File: src/rtl/mem_port_arbiter.sv
`default_nettype none
// ---------------------------------------------------------------------------
// mem_port_arbiter : round-robin share of one memory port between the
//                    instruction fetcher and the load/store queue.
// Revision : 1.0
// ---------------------------------------------------------------------------
module mem_port_arbiter #(
  parameter int WIDTH = 32
) (
  input  logic               clk,
  input  logic               rst,
  input  logic               flush,
  input  logic               fetch_read,
  input  logic [WIDTH-1:0]   fetch_addr,
  output logic               fetch_resp,
  output logic [WIDTH-1:0]   fetch_rdata,
  input  logic               lsq_read,
  input  logic               lsq_write,
  input  logic [WIDTH-1:0]   lsq_addr,
  input  logic [WIDTH-1:0]   lsq_wdata,
  input  logic [WIDTH/8-1:0] lsq_byte_enable,
  output logic               lsq_resp,
  output logic [WIDTH-1:0]   lsq_rdata,
  input  logic               mem_resp,
  input  logic [WIDTH-1:0]   mem_rdata,
  output logic               mem_read,
  output logic               mem_write,
  output logic [WIDTH/8-1:0] mem_byte_enable,
  output logic [WIDTH-1:0]   mem_address,
  output logic [WIDTH-1:0]   mem_wdata,
  output logic               busy
);

  localparam int BE_W = WIDTH / 8;

  typedef enum logic [1:0] {
    S_IDLE  = 2'd0,
    S_FETCH = 2'd1,
    S_LSQ   = 2'd2
  } state_t;

  state_t            r_state;
  state_t            w_next;
  logic              r_last_lsq;
  logic              r_drop;
  logic              r_write;
  logic [WIDTH-1:0]  r_addr;
  logic [WIDTH-1:0]  r_wdata;
  logic [BE_W-1:0]   r_be;

  logic              w_fetch_req;
  logic              w_lsq_req;
  logic              w_grant_fetch;
  logic              w_grant_lsq;
  logic              w_busy;

  // A flushed fetch request is never granted, even if the fetcher still holds it.
  assign w_fetch_req   = fetch_read & ~flush;
  assign w_lsq_req     = lsq_read | lsq_write;
  assign w_grant_fetch = (r_state == S_IDLE) & w_fetch_req & (~w_lsq_req | r_last_lsq);
  assign w_grant_lsq   = (r_state == S_IDLE) & w_lsq_req & ~w_grant_fetch;
  assign w_busy        = (r_state != S_IDLE);

  always_ff @(posedge clk or negedge rst) begin
    if (!rst) begin
      r_state <= S_IDLE;
    end else begin
      r_state <= w_next;
    end
  end

  always_comb begin
    w_next          = r_state;
    busy            = w_busy;
    mem_read        = 1'b0;
    mem_write       = 1'b0;
    mem_address     = r_addr;
    mem_wdata       = r_wdata;
    mem_byte_enable = r_be;
    fetch_resp      = 1'b0;
    fetch_rdata     = '0;
    lsq_resp        = 1'b0;
    lsq_rdata       = '0;
    case (r_state)
      S_IDLE: begin
        if (w_grant_fetch) begin
          w_next = S_FETCH;
        end else if (w_grant_lsq) begin
          w_next = S_LSQ;
        end
      end
      S_FETCH: begin
        mem_read   = ~mem_resp;
        fetch_resp = mem_resp & ~r_drop & ~flush;
        if (fetch_resp) begin
          fetch_rdata = mem_rdata;
        end
        if (mem_resp) begin
          w_next = S_IDLE;
        end
      end
      S_LSQ: begin
        mem_read  = ~mem_resp & ~r_write;
        mem_write = ~mem_resp & r_write;
        lsq_resp  = mem_resp;
        if (mem_resp) begin
          lsq_rdata = mem_rdata;
          w_next    = S_IDLE;
        end
      end
      default: begin
        w_next = S_IDLE;
      end
    endcase
  end

  always_ff @(posedge clk or negedge rst) begin
    if (!rst) begin
      r_last_lsq <= 1'b1;
      r_write    <= 1'b0;
      r_addr     <= '0;
      r_wdata    <= '0;
      r_be       <= '0;
    end else if (w_grant_fetch) begin
      r_last_lsq <= 1'b0;
      r_write    <= 1'b0;
      r_addr     <= fetch_addr;
      r_wdata    <= '0;
      r_be       <= '1;
    end else if (w_grant_lsq) begin
      r_last_lsq <= 1'b1;
      r_write    <= lsq_write;
      r_addr     <= lsq_addr;
      r_wdata    <= lsq_wdata;
      r_be       <= lsq_byte_enable;
    end
  end

  // The fetch still completes on the bus after a flush; only its response is hidden.
  always_ff @(posedge clk or negedge rst) begin
    if (!rst) begin
      r_drop <= 1'b0;
    end else if (r_state == S_FETCH) begin
      if (mem_resp) begin
        r_drop <= 1'b0;
      end else if (flush) begin
        r_drop <= 1'b1;
      end
    end
  end

  always @(posedge clk) begin
    if (rst) begin
      assert (!(lsq_read && lsq_write));
    end
  end

endmodule
`default_nettype wire

File: config.mk
export PLATFORM = sky130hd
export DESIGN_NAME = mem_port_arbiter
export DESIGN_NICKNAME = d
export VERILOG_FILES = /design/src/rtl/mem_port_arbiter.sv
export SDC_FILE = /design/constraint.sdc
export NUM_CORES = 1
export LEC_CHECK = 0
export CORE_AREA = 2 2 109 111
export DETAILED_ROUTE_END_ITERATION = 16
export DIE_AREA = 0 0 111 113
export PLACE_DENSITY = 0.8
export SYNTH_ARGS = -nofsm -noshare
export SYNTH_HDL_FRONTEND = slang
export SYNTH_SLANG_ARGS = --single-unit
export TNS_END_PERCENT = 30
File: constraint.sdc
create_clock -name clk -period 2.2 [get_ports clk]
set_clock_uncertainty 0.05 [all_clocks]
set_input_delay 0.44 -clock clk [delete_from_list [all_inputs] [get_ports clk]]
set_output_delay 0.44 -clock clk [all_outputs]
set_load 0.02 [all_outputs]
# After elaboration in Yosys (flattened, before gate mapping)
# Cells that the tools add are included.
# word_totals
ff_bits	73
latch_bits	0
ram_bits	0
romBits	0
input_bits	139
word_cells	59
n_memories	0
# classes
add_sub_neg	0
multipliers	0
div	0
order_cmp	0
eq_ne	4
shift	0
muxes	24
n_bitwise	17
reduce_logical	7
# op_table
op	n
32-bit 2-to-1 mux	8
1-bit bitwise AND	9
1-bit 2-to-1 mux	9
4-bit 2-to-1 mux	2
2-bit 2-to-1 mux	3
1-bit NOT	6
2-bit nonzero test	3
2-bit one-hot mux with 2 select lines	1
2-bit AND reduction	2
3-bit != test (second input constant)	1
2-bit by 1-bit equality test with 1-bit output (second input constant)	1
2-bit equality test (second input constant)	1
2-bit logical NOT	1
2-bit by 1-bit != test with 1-bit output (second input constant)	1
1-bit bitwise OR	2
1-bit one-hot mux with 2 select lines	1
2-bit OR reduction	1

# Logic depth before layout (Yosys ltp)
# logic_depth
depth_word	9
ltp_mapped	8
ltp_nobuf	5

# Worst setup path before layout
# No wires, ideal clock.
# synth_timing
path_kind	reg2out
startpoint	register r_state[1]
endpoint	output port fetch_rdata[14]
arrival_ns	1.514
slack_ns	0.196
path_stages_with_launch	7
path_buffers	1
cell_sequence	dfrtp_1 > inv_1 > ha_1 > nand2_1 > nor3_1 > buf_2 > and2_1
# synth_via
elab_chain_len	2
# synth_lines
element	line_no	source
start: declaration	42	state_t r_state;
start signal: assignment	68	r_state <= w_next;
2-bit by 1-bit equality test with 1-bit output	84	case (r_state)
32-bit 2-to-1 mux	84	
end: declaration	16	output logic [WIDTH-1:0] fetch_rdata,
# Every way passes these cells.

# Worst setup path after layout
# layout_timing
startpoint	register r_state[1]
endpoint	output port fetch_rdata[22]
# The elaborated chain is that of the path after synthesis.

==> flow_summary.ini <==
[floorplan]
dieHeight_um = 113
start_util_pct = 31.4
core_um2 = 11300
num_rows = 39
num_io_pins = 276
dieArea_um2 = 12500
die_x_um = 111

[sta]
max_freq_mhz = 456
min_period_over_period_pct = 99.6
min_period_ns = 2.19
finalSetupViolations = 0
tightestPinTransition_ns = 0.454
slew_viol_final = 0
fin_tns_setup_ns = 0
relSlewSlack_pct = 69.7
rsz0062_at_grt = yes
finalHoldViolCount = 0
hold_slack_ns = 0.00177

[detailed_routing]
antenna_left = 0
wirelength_um = 13300
drc = 0
vias = 3859
initialDrtViolationCount = 165
drtPass1Iterations = 4
routedWlPerCell_um = 16.7
viasPerCell = 4.87

[logic_synthesis]
synth_area_leader_cell = dfrtp_1
yosysWarnings = 0
syn_nets = 510
synth_area_leaders = dfrtp_1 51%, a21oi_1 9.6%, a22o_1 7.9%
ys_seq_elements = 73
syn-cell-area_um2 = 3540
syn_area_per_cell_um2 = 9.62
ys_seq_area_share_pct = 51.7
ys_types = 27
synth_top_area_share_pct = 50.9
postSynthCellCount = 368

[place]
dp_hpwl_um = 10100
place_congestion = 0.868
portBuffers = 275
dpl_cell_area_um2 = 6520

[clock_tree]
h-tree-depth = 3
clk_latency_ns = 0.32
clk_pin_slew_worst_paths_ns = 0.06
cts_inserted_buffers = 9
clk_path_buf_depth = 2
cts_tree = done
cts_root_buffer = clkbuf_16
cts_sinks = 73

[grt]
grt_overflow = 0
antenna_found_initial = 0
grt_max_degree = 42
track_usage_pct = 20.8
first_global_vias = 4116
grt_first_pass_wirelength_um = 20800

[layout]
diodes = 0
final_common_cell = clkdlybuf4s50_1
postLayoutCellArea_um2 = 6800
areaGrowthSynthToFinish_pct = 92.1
fin_nets = 788
fillers = 957
drive_above_1_share_pct = 20.5
layout_common_cells = 204 x clkdlybuf4s50_1, 72 x dfrtp_1, 68 x a21oi_1

[worst_setup_path]
cpPeakStageDelay_ns = 0.38
end_kind = output port
critPathLaunchType = flop
crit_fanout = 10
cp_cell_sequence = inv_2 > ha_4 > nand2_4 > nor3_4 > buf_6 > buf_6 > and2_1 > buf_4
worstPathArrival_ns = 1.70
path_common_cell = buf_6
crit_required_ns = 1.71
slowest_stage = dfrtp_1
worstSetupPathType = flop to output port

[outcome]
status = complete, no violations

[min_path]
hp-class = input port to async pin

[job]
maxCapViolCount = 0

[pwr]
ir_worst_vdd_mv = 0.756
powerDensity_nw_per_um2 = 1300
cellLeakagePower_nw = 3.20
-- cell families after synthesis --
group	synth area share, %
AO/OA/AOI/OAI	20.5
adder cells (fa/ha/maj)	1.06
buffers and inverters	6.40
flip-flops	51.7
multiplexers	0.283
AND/OR/NAND/NOR	20.1
-- metrics by stage --
stage / cells / utilization, % / total power [mW] / worst slack [ns]
final: 793 / 60.3 / 8.82 / 0.00893
after global routing: 793 / 60.3 / 9.36 / -0.0850
after CTS: 792 / 60.5 / 8.91 / -0.0618
after detailed placement: 773 / 57.9 / 7.25 / -0.465
after global placement: 773 / 57.9 / 7.13 / -0.400
after floorplan: 368 / - / 4.88 / 0.196
-- what timing repair did --
item | CTS | global route
resized for setup | 231 | 88
gates cloned | 2 | 0
hold buffers | 0 | 0
pin swaps | 0 | 4
setup endpoints to repair | 68 | 66
setup buffers | 2 | 1
-- area by class of cell --
cell class	instances	area, um2	share of cell area [%]
inverters	4	15.0	0.221
flip-flops and latches	73	1830	26.9
clock inverters	5	104	1.53
multi-input cells	258	1560	22.9
clock buffers	10	239	3.52
repair buffers	300	2880	42.3
well taps	143	179	2.63
-- layer usage --
layer	vias to the layer above	routed length (um)	global-route usage, %
met5	-	0	0
met4	0	357	8.42
met3	26	894	6.80
met2	178	6890	37.5
met1	1825	5110	22.6
li1	1830	-	-
-- sequential cells by signal, indices dropped and copies added (netlist names) --
signal and flops:
mem_address 32, mem_byte_enable 4, mem_wdata 32, r_drop 1, r_last_lsq 1, r_state 2
r_write 1
-- Yosys cell counts --
cell	number
ha_1	3
a21oi_1	68
dfstp_2	1
buf_6	8
buf_2	13
nand2_1	36
o21ai_0	1
o22a_1	4
o22ai_1	1
o21bai_1	1
nor2_1	33
and3_1	33
nor2b_1	3
o31ai_4	1
and2_1	33
inv_1	4
mux2i_1	1
a21oi_2	1
dfrtp_1	72
nand3_1	2
o31a_1	1
o21ai_1	1
nor3_1	2
a22o_1	32
buf_4	3
a21o_1	1
clkbuf_1	9
-- path summary, 6_finish.rpt --
path	slack [ns]	cells past startpoint	from	endpoint
worst max register to register	0.44	8	r_state[1]	mem_address[13]
worst max-delay path	0.009	8	r_state[1]	fetch_rdata[22]
worst min register to register	0.43	2	r_last_lsq	r_last_lsq
worst min-delay path	0.002	1	rst	mem_address[8]
max in group asynchronous	1.45	2	rst	r_last_lsq
min in group clk	0.43	2	r_last_lsq	r_last_lsq
-- worst max-delay path, delay by kind of cell (launching register included) --
kind / cells / cell delay, ns
buffers and inverters: 4 / 0.49
DFF: 1 / 0.38
and+or+nand+nor: 3 / 0.37
adders and majority gates: 1 / 0.14
-- power breakdown --
group / internal [mW] / leakage (nW) / switching (mW)
combinational: 2.30 / 2.17 / 2.49
clock: 1.13 / 0.169 / 0.530
sequential: 2.00 / 0.861 / 0.370
total: 5.43 / 3.20 / 3.40
No activity file was read; power rests on OpenSTA's default activity.
